### config.mk
export PLATFORM = sky130hd
export DESIGN_NAME = sfifo_flat
export DESIGN_NICKNAME = d
export VERILOG_FILES = /design/src/rtl/sfifo_pkg.sv /design/src/rtl/sfifo_if.sv /design/src/rtl/sfifo_mem.sv /design/src/rtl/sfifo.sv /design/src/flat_wrapper.sv
export SDC_FILE = /design/constraint.sdc
export NUM_CORES = 1
export LEC_CHECK = 0
export CORE_ASPECT_RATIO = 0.5
export CORE_MARGIN = 1.5
export CORE_UTILIZATION = 46
export CTS_CLUSTER_DIAMETER = 50
export DETAILED_ROUTE_END_ITERATION = 8
export GPL_TIMING_DRIVEN = 0
export PLACE_DENSITY_LB_ADDON = 0.12
export SLEW_MARGIN = 10
export SYNTH_ARGS = -nofsm -noshare
export SYNTH_HDL_FRONTEND = slang
export SYNTH_SLANG_ARGS = --single-unit
### constraint.sdc
create_clock -name clk -period 2.1 [get_ports clk]
set_input_delay 0.21 -clock clk [delete_from_list [all_inputs] [get_ports clk]]
set_output_delay 0.21 -clock clk [all_outputs]
set_load 0.05 [all_outputs]
### src/rtl/sfifo_pkg.sv
// sfifo_pkg: default sizing constants and pointer/count width helpers
// shared by the synchronous FIFO, its storage and its bus interface.
package sfifo_pkg;

    localparam int unsigned DEF_WIDTH     = 8;
    localparam int unsigned DEF_DEPTH     = 8;
    localparam int unsigned DEF_AE_THRESH = 1;

    // Address width for a power-of-two depth (at least one bit).
    function automatic int unsigned ptr_w(input int unsigned depth);
        return (depth > 1) ? $clog2(depth) : 1;
    endfunction

    // Occupancy width: one extra bit so the value DEPTH is representable.
    function automatic int unsigned cnt_w(input int unsigned depth);
        return $clog2(depth) + 1;
    endfunction

endpackage

### src/rtl/sfifo_if.sv
// sfifo_if: request/data/status bundle of the synchronous FIFO.
// master = producer/consumer side, slave = FIFO side.
interface sfifo_if
    import sfifo_pkg::*;
#(
    parameter int unsigned WIDTH = DEF_WIDTH,
    parameter int unsigned DEPTH = DEF_DEPTH
);
    localparam int unsigned CW = cnt_w(DEPTH);

    logic             clr;
    logic             wen;
    logic [WIDTH-1:0] data;
    logic             ren;
    logic [WIDTH-1:0] out;
    logic             full;
    logic             empty;
    logic             almost_full;
    logic             almost_empty;
    logic [CW-1:0]    count;
    logic             overflow;
    logic             underflow;

    modport master (
        output clr, wen, data, ren,
        input  out, full, empty, almost_full, almost_empty, count,
               overflow, underflow
    );

    modport slave (
        input  clr, wen, data, ren,
        output out, full, empty, almost_full, almost_empty, count,
               overflow, underflow
    );

endinterface

### src/rtl/sfifo_mem.sv
// sfifo_mem: simple dual-port storage, synchronous write, asynchronous
// read, deliberately without reset.
module sfifo_mem
    import sfifo_pkg::*;
#(
    parameter int unsigned WIDTH = DEF_WIDTH,
    parameter int unsigned DEPTH = DEF_DEPTH
) (
    input  logic                    clk,
    input  logic                    we,
    input  logic [ptr_w(DEPTH)-1:0] waddr,
    input  logic [WIDTH-1:0]        wdata,
    input  logic [ptr_w(DEPTH)-1:0] raddr,
    output logic [WIDTH-1:0]        rdata
);

    logic [WIDTH-1:0] mem_q [DEPTH];

    // Write port: store one word per accepted write.
    always_ff @(posedge clk) begin
        if (we) begin
            mem_q[waddr] <= wdata;
        end
    end

    assign rdata = mem_q[raddr];

endmodule

### src/rtl/sfifo.sv
// sfifo: synchronous FIFO controller (pointers, occupancy, status flags,
// sticky error flags, output register) around sfifo_mem.
// Define SFIFO_FWFT_EN for first-word-fall-through output; otherwise the
// output is registered and loads on each accepted read.
module sfifo
    import sfifo_pkg::*;
#(
    parameter int unsigned WIDTH     = DEF_WIDTH,
    parameter int unsigned DEPTH     = DEF_DEPTH,
    parameter int unsigned AF_THRESH = DEPTH - 2,
    parameter int unsigned AE_THRESH = DEF_AE_THRESH
) (
    input  logic    clk,
    input  logic    rst,
    sfifo_if.slave  bus
);

    localparam int unsigned AW = ptr_w(DEPTH);
    localparam int unsigned CW = cnt_w(DEPTH);

    logic [AW-1:0]    wptr_q, wptr_d;
    logic [AW-1:0]    rptr_q, rptr_d;
    logic [CW-1:0]    count_q, count_d;
    logic             overflow_q, overflow_d;
    logic             underflow_q, underflow_d;
    logic             wr_acc, rd_acc, mem_we;
    logic             full, empty;
    logic [WIDTH-1:0] rd_data;

    assign full  = (count_q == CW'(DEPTH));
    assign empty = (count_q == '0);

    // Accept decisions, pointer/count/error next state; clr overrides all.
    always_comb begin
        wptr_d      = wptr_q;
        rptr_d      = rptr_q;
        count_d     = count_q;
        overflow_d  = overflow_q;
        underflow_d = underflow_q;
        // A simultaneous read frees the slot, so a full FIFO still takes the write.
        wr_acc      = bus.wen && (!full || bus.ren);
        rd_acc      = bus.ren && !empty;
        mem_we      = 1'b0;
        if (bus.clr) begin
            wptr_d      = '0;
            rptr_d      = '0;
            count_d     = '0;
            overflow_d  = 1'b0;
            underflow_d = 1'b0;
        end else begin
            mem_we = wr_acc;
            if (wr_acc) begin
                wptr_d = wptr_q + AW'(1);
            end
            if (rd_acc) begin
                rptr_d = rptr_q + AW'(1);
            end
            case ({wr_acc, rd_acc})
                2'b10:   count_d = count_q + CW'(1);
                2'b01:   count_d = count_q - CW'(1);
                default: count_d = count_q;
            endcase
            overflow_d  = overflow_q  | (bus.wen && !wr_acc);
            underflow_d = underflow_q | (bus.ren && !rd_acc);
        end
    end

    // Controller state registers.
    always_ff @(posedge clk or negedge rst) begin
        if (!rst) begin
            wptr_q      <= '0;
            rptr_q      <= '0;
            count_q     <= '0;
            overflow_q  <= 1'b0;
            underflow_q <= 1'b0;
        end else begin
            wptr_q      <= wptr_d;
            rptr_q      <= rptr_d;
            count_q     <= count_d;
            overflow_q  <= overflow_d;
            underflow_q <= underflow_d;
        end
    end

    sfifo_mem #(
        .WIDTH (WIDTH),
        .DEPTH (DEPTH)
    ) u_mem (
        .clk   (clk),
        .we    (mem_we),
        .waddr (wptr_q),
        .wdata (bus.data),
        .raddr (rptr_q),
        .rdata (rd_data)
    );

`ifdef SFIFO_FWFT_EN
    // Head word is presented directly; nothing valid to show when empty.
    assign bus.out = empty ? '0 : rd_data;
`else
    logic [WIDTH-1:0] out_q, out_d;

    // Output word: load head on accepted read, clear on flush, else hold.
    always_comb begin
        out_d = out_q;
        if (bus.clr) begin
            out_d = '0;
        end else if (rd_acc) begin
            out_d = rd_data;
        end
    end

    // Output register.
    always_ff @(posedge clk or negedge rst) begin
        if (!rst) begin
            out_q <= '0;
        end else begin
            out_q <= out_d;
        end
    end

    assign bus.out = out_q;
`endif

    assign bus.full         = full;
    assign bus.empty        = empty;
    assign bus.almost_full  = (count_q >= CW'(AF_THRESH));
    assign bus.almost_empty = (count_q <= CW'(AE_THRESH));
    assign bus.count        = count_q;
    assign bus.overflow     = overflow_q;
    assign bus.underflow    = underflow_q;

endmodule

### src/flat_wrapper.sv
// flat-port wrapper written by rule: the top's interface ports become plain ports
module sfifo_flat import sfifo_pkg::*;
#(
    parameter int unsigned WIDTH     = DEF_WIDTH,
    parameter int unsigned DEPTH     = DEF_DEPTH,
    parameter int unsigned AF_THRESH = DEPTH - 2,
    parameter int unsigned AE_THRESH = DEF_AE_THRESH
)
  (clk, rst, bus_clr, bus_wen, bus_data, bus_ren, bus_out, bus_full, bus_empty, bus_almost_full, bus_almost_empty, bus_count, bus_overflow, bus_underflow);
  sfifo_if #(.WIDTH(WIDTH), .DEPTH(DEPTH)) bus_i ();
  input  logic clk;
  input  logic rst;
  input wire logic [$bits(bus_i.clr)-1:0] bus_clr;
  input wire logic [$bits(bus_i.wen)-1:0] bus_wen;
  input wire logic [$bits(bus_i.data)-1:0] bus_data;
  input wire logic [$bits(bus_i.ren)-1:0] bus_ren;
  output wire logic [$bits(bus_i.out)-1:0] bus_out;
  output wire logic [$bits(bus_i.full)-1:0] bus_full;
  output wire logic [$bits(bus_i.empty)-1:0] bus_empty;
  output wire logic [$bits(bus_i.almost_full)-1:0] bus_almost_full;
  output wire logic [$bits(bus_i.almost_empty)-1:0] bus_almost_empty;
  output wire logic [$bits(bus_i.count)-1:0] bus_count;
  output wire logic [$bits(bus_i.overflow)-1:0] bus_overflow;
  output wire logic [$bits(bus_i.underflow)-1:0] bus_underflow;
  assign bus_i.clr = bus_clr;
  assign bus_i.wen = bus_wen;
  assign bus_i.data = bus_data;
  assign bus_i.ren = bus_ren;
  assign bus_out = bus_i.out;
  assign bus_full = bus_i.full;
  assign bus_empty = bus_i.empty;
  assign bus_almost_full = bus_i.almost_full;
  assign bus_almost_empty = bus_i.almost_empty;
  assign bus_count = bus_i.count;
  assign bus_overflow = bus_i.overflow;
  assign bus_underflow = bus_i.underflow;
  sfifo #(.WIDTH(WIDTH), .DEPTH(DEPTH), .AF_THRESH(AF_THRESH), .AE_THRESH(AE_THRESH)) u_core (.clk(clk), .rst(rst), .bus(bus_i));
endmodule
* Word-level counts from Yosys, hierarchy flattened
Memory sizes are Yosys's and may differ from the RTL's. Cells that the tools add are included.
Word-level totals: register bits after elaboration 20, RAM bits 64, input port bits 13, output and inout port bits 18, logic and storage cells 44, memories kept 1
Cells by class: add/subtract/negate cells 4, $lt $le $gt $ge 2, equality and inequality tests 3, muxes and demuxes 13, bitwise operators 2, reduce and logical (&&, ||, !) cells 13
Memory list:
- u_core.u_mem.mem_q | depth 8, bits a word 8, read ports 1, clocked after Yosys merged registers in 0, wr ports 1, line sfifo_mem.sv:17 | logic [WIDTH-1:0] mem_q [DEPTH];
Operator list (count):
- two-way mux 8 bit | 2
- two-way mux 3 bit | 4
- one-hot mux 4 bit (2 select lines) | 1
- adder 3 x 1 -> 3 bit (second input constant) | 2
- two-way mux 1 bit | 5
- adder 4 x 1 -> 4 bit (second input constant) | 1
- == test 4 bit (second input constant) | 1
- >= comparator 4 x 3 -> 1 bit (second input constant) | 1
- <= comparator 4 x 1 -> 1 bit (second input constant) | 1
- logical AND 1 bit | 4
- zero test 1 bit | 4
- zero test 4 bit | 1
- two-way mux 4 bit | 1
- nonzero test 2 bit | 2
- subtractor 4 x 1 -> 4 bit (second input constant) | 1
- nonzero test 3 bit | 1
- == test 2 x 1 -> 1 bit (second input constant) | 1
- == test 2 bit (second input constant) | 1
- bitwise OR 1 bit | 2
- logical OR 1 bit | 1

* Longest topological paths before layout
word-level depth 8, mapped depth 8, depth with buffers taken out 7

* By module
From an unflattened synthesis, not the netlist that was laid out.
Second synthesis, totals: cell total of the unflattened synthesis 222, area, all modules 3604.7 µm²
By module, submodules not included:
- sfifo_mem | times used 1, cells each 106, area an instance 2531.2 µm², seq. area each 1921.8 µm²
- sfifo | times used 1, cells each 116, area an instance 1073.5 µm², seq. area each 500.5 µm²

* Worst setup path before layout
No wires, ideal clock.
path kind reg2reg, from reg u_core.count_q[0] (netlist: u_core.bus.count[0]), to mem u_core.u_mem.mem_q[2][0] (netlist bit) (enable), library setup time 0.383 ns, data arrival time 2.311 ns, required time 1.717 ns, slack -0.594 ns, stages on the path, launching flop included 8, buffers on the path 0, clock period less this slack 2.694 ns, path through dfrtp_1 > inv_1 > ha_1 > nor2b_1 > a21bo_4 > nor2_1 > nand2_1 > nor3_1
On the way: longest elaborated chain between the ends 7
Ends and longest elaborated chain:
- from (decl) | line sfifo.sv:23 | logic [CW-1:0] count_q, count_d;
- from (signal assigned) | line sfifo.sv:79 | count_q <= count_d;
- == test 4 bit | line sfifo.sv:30 | assign full = (count_q == CW'(DEPTH));
- zero test 1 bit | line sfifo.sv:41 | wr_acc = bus.wen && (!full || bus.ren);
- logical OR 1 bit | line sfifo.sv:41
- logical AND 1 bit | line sfifo.sv:41
- two-way mux 1 bit | line sfifo.sv:44 | if (bus.clr) begin
- two-way mux 1 bit | line sfifo_mem.sv:21 | if (we) begin
- two-way mux 1 bit (implied by the code) | line sfifo_mem.sv:22 | mem_q[waddr] <= wdata;
- to (decl) | line sfifo_mem.sv:17
No other way between the ends.

* Worst setup path after layout
from reg u_core.count_q[1] (netlist: u_core.bus.count[1]), to mem u_core.u_mem.mem_q[0][4] (netlist bit) (enable)
Same word-level chain as after synthesis.

==> impl_metrics.yaml <==
outcome:
  status: "finished, final reports clean"
grt:
  grt_pass1_vias: 2086
  grt_use_total_pct: 19.2
  antenna_found_initial: 0
  gr-total-overflow: 0
  grt_max_degree: 21
  grt_pass1_wl_um: 11500
placed_design:
  gp_congestion: 0.840
  portBuffers: 29
  place_hpwl_um: 4600
sta:
  worst_pin_slew_ns: 0.929
  skew_ns: 0.00518
  slew_violations: 0
  period_share_pct: 97.8
  hold_slack_ns: 0.230
  max_slew_margin_pct: 37.9
  max_freq_mhz: 487
  setup_viol: 0
  hold_viol: 0
  grt_setup_unrepaired: "true"
  period_needed_ns: 2.05
cells_and_area:
  syn2layout_area_growth_pct: 27.4
  final_nets: 289
  layout-drive-gt1-share_pct: 33.2
  fin_util_pct: 62.1
  n_antenna_cell: 0
floorplanning:
  die_w_um: 129
  rows: 22
  ios: 31
  core_mm2: 0.00751
  die_h_um: 66.1
  die_area_mm2: 0.00854
  start_util_pct: 48.7
pwr:
  power_density_mw_per_mm2: 1280
  leakagePower_nw: 1.62
  peakVddDrop_mv: 0.702
drt:
  route.detailed.drc: 0
  ant_nets: 0
  drt_first_pass_iters: 4
  routedWlPerCell_um: 19.4
  wl_um: 7410
  drt-vias-per-instance: 5.26
  drtIter0Drc: 90
  route.vias.total: 2010
setup_path:
  worstPathRequired_ns: 2.15
  end_kind: "register"
  crit_start: "u_core.bus.count[1]"
  critPathArrivalTime_ns: 2.10
  criticalPathCategory: "register to register"
  crit_fanout: 5
  start_kind: "register"
  r2r-start: "u_core.bus.count[1]"
synthesis:
  syn_avg_cell_area_um2: 17.0
  ys_ff_latch: 84
  synth_edf_count: 64
  synth-seq-area-share_pct: 66.2
  async_reset_ff_share_pct: 23.8
  netlist_area_mm2: 0.00366
  syn_nets: 235
  synthCells: 215
  ys_types: 41
  synth_flop_cell: "edfxtp_1"
  ys_warn_count: 0
job:
  drv_cap: 0
worst_hold_path:
  hp-class: "input port to register"
  min-delay-start: "bus_wen"
clocking:
  clockBufferDepth: 2
  clkSinkCount: 84
  worstSkewPairLatency_ns: 0.33
  clk_pin_slew_ns: 0.06
  cts_tree: "built"
  cts_buffers: 9
  clockRootBuffer: "clkbuf_16"
  cts_hold_buf: 0
  htreeDepth: 3
cell usage after synthesis, types with 2 or more instances:
| cell | n | area [µm²] |
|---|---|---|
| a211oi_2 | 9 | 113 |
| buf_2 | 4 | 20.0 |
| buf_6 | 5 | 56.3 |
| dfrtp_1 | 20 | 500 |
| edfxtp_1 | 64 | 1920 |
| ha_1 | 7 | 87.6 |
| inv_1 | 3 | 11.3 |
| mux2i_1 | 10 | 100 |
| mux4_2 | 16 | 360 |
| nand2_1 | 4 | 15.0 |
| nand2b_1 | 5 | 31.3 |
| nor2_1 | 29 | 109 |
| nor2b_1 | 2 | 12.5 |
| nor2b_4 | 2 | 27.5 |
| nor3_1 | 2 | 10.0 |
| o21ai_0 | 2 | 10.0 |
| xnor2_1 | 4 | 35.0 |
| xor2_1 | 4 | 35.0 |
kinds of logic after synthesis:
| group | after synthesis | share of synthesized area [%] |
|---|---|---|
| simple gates | 54 | 8.00 |
| xor+xnor | 8 | 1.91 |
| compound gates | 21 | 5.71 |
| flops | 84 | 66.2 |
| buf+inv | 15 | 3.25 |
| mux | 26 | 12.6 |
| fa+ha+maj | 7 | 2.39 |
path summary, 6_finish.rpt:
check                                           end  slack (ns)  depth (start not counted)
setup reg to reg           u_core.u_mem.mem_q[0][4]        0.05                          7
min in group asynchronous       u_core.bus.count[3]        0.40                          1
hold reg to reg                 u_core.bus.overflow        0.51                          2
setup / recovery           u_core.u_mem.mem_q[0][4]        0.05                          7
max in group asynchronous       u_core.bus.count[0]        1.07                          1
hold / removal                  u_core.bus.overflow        0.23                          3
worst max-delay path: stages (launching register included):
cell	delay [ns]
dfrtp_2	0.40
inv_4	0.06
ha_4	0.16
nor2b_4	0.14
a21bo_4	0.23
or3_4	0.45
nor3_4	0.18
buf_6	0.16
sequential cells by signal (all words and copies together), names as in the netlist:
| name | count |
|---|---|
| u_core.u_mem.mem_q | 64 |
| u_core.bus.out | 8 |
| u_core.bus.count | 4 |
| u_core.rptr_q | 3 |
| u_core.wptr_q | 3 |
| u_core.bus.overflow | 1 |
| u_core.bus.underflow | 1 |
timing repair:
action | 4_1_cts | 5_1_grt
gates resized for setup | 8 | 8
buffers inserted | 8 | 6
setup endpoints to repair | 68 | 44
pin swaps | 2 | 7
stage by stage:
step	instances	TNS [ns]	power, mW	instance area (µm²)	setup slack (ns)
5_1_grt	382	-0.0356	6.27	4660	-0.00966
6_report	382	0	5.99	4660	0.0465
4_1_cts	376	-1.41	6.01	4560	-0.0912
3_5_place_dp	352	-16.50	4.46	4170	-0.440
3_3_place_gp	352	-17.22	4.42	4170	-0.438
2_1_floorplan	215	-3.19	3.84	3740	-0.199
report_power, final:
group / switching, mW / internal [mW]
sequential: 0.117 / 1.95
clock: 0.622 / 0.921
combinational: 1.38 / 0.995
final cells by class:
type	instances	area, µm²
repair buffers	43	465
flip-flops and latches	84	2430
plain buffers	12	111
fillers	563	2850
multi-input cells	116	1220
clock buffers	10	229
inverters	3	16.3
well taps	108	135
clock inverters	6	63.8
cells in the final DEF (no fill, tap or decap), drive strengths merged, types with 2 or more instances in the layout:
cell,netlist,layout
a211oi,9,9
a21oi,2,2
buf,11,25
clkbuf,1,13
clkdlybuf4s50,0,25
clkinv,0,3
dfrtp,20,20
dlygate4sd2,0,2
edfxtp,64,64
ha,7,7
inv,3,4
mux2i,10,10
mux4,16,16
nand2,4,4
nand2b,5,5
nor2,29,29
nor2b,4,4
nor3,3,3
o21ai,3,3
xnor2,4,4
xor2,4,4
per-layer routing:
metal  vias to the layer above  track usage (%)  share of wire, %
met4                         0             5.48               1.1
li1                        930                -                 -
met1                      1019             26.4                48
met2                        52             30.7                46
met3                         9             4.69               4.5
met5                         -                0                 0
Note: power is estimated with default switching activity, not from simulation.
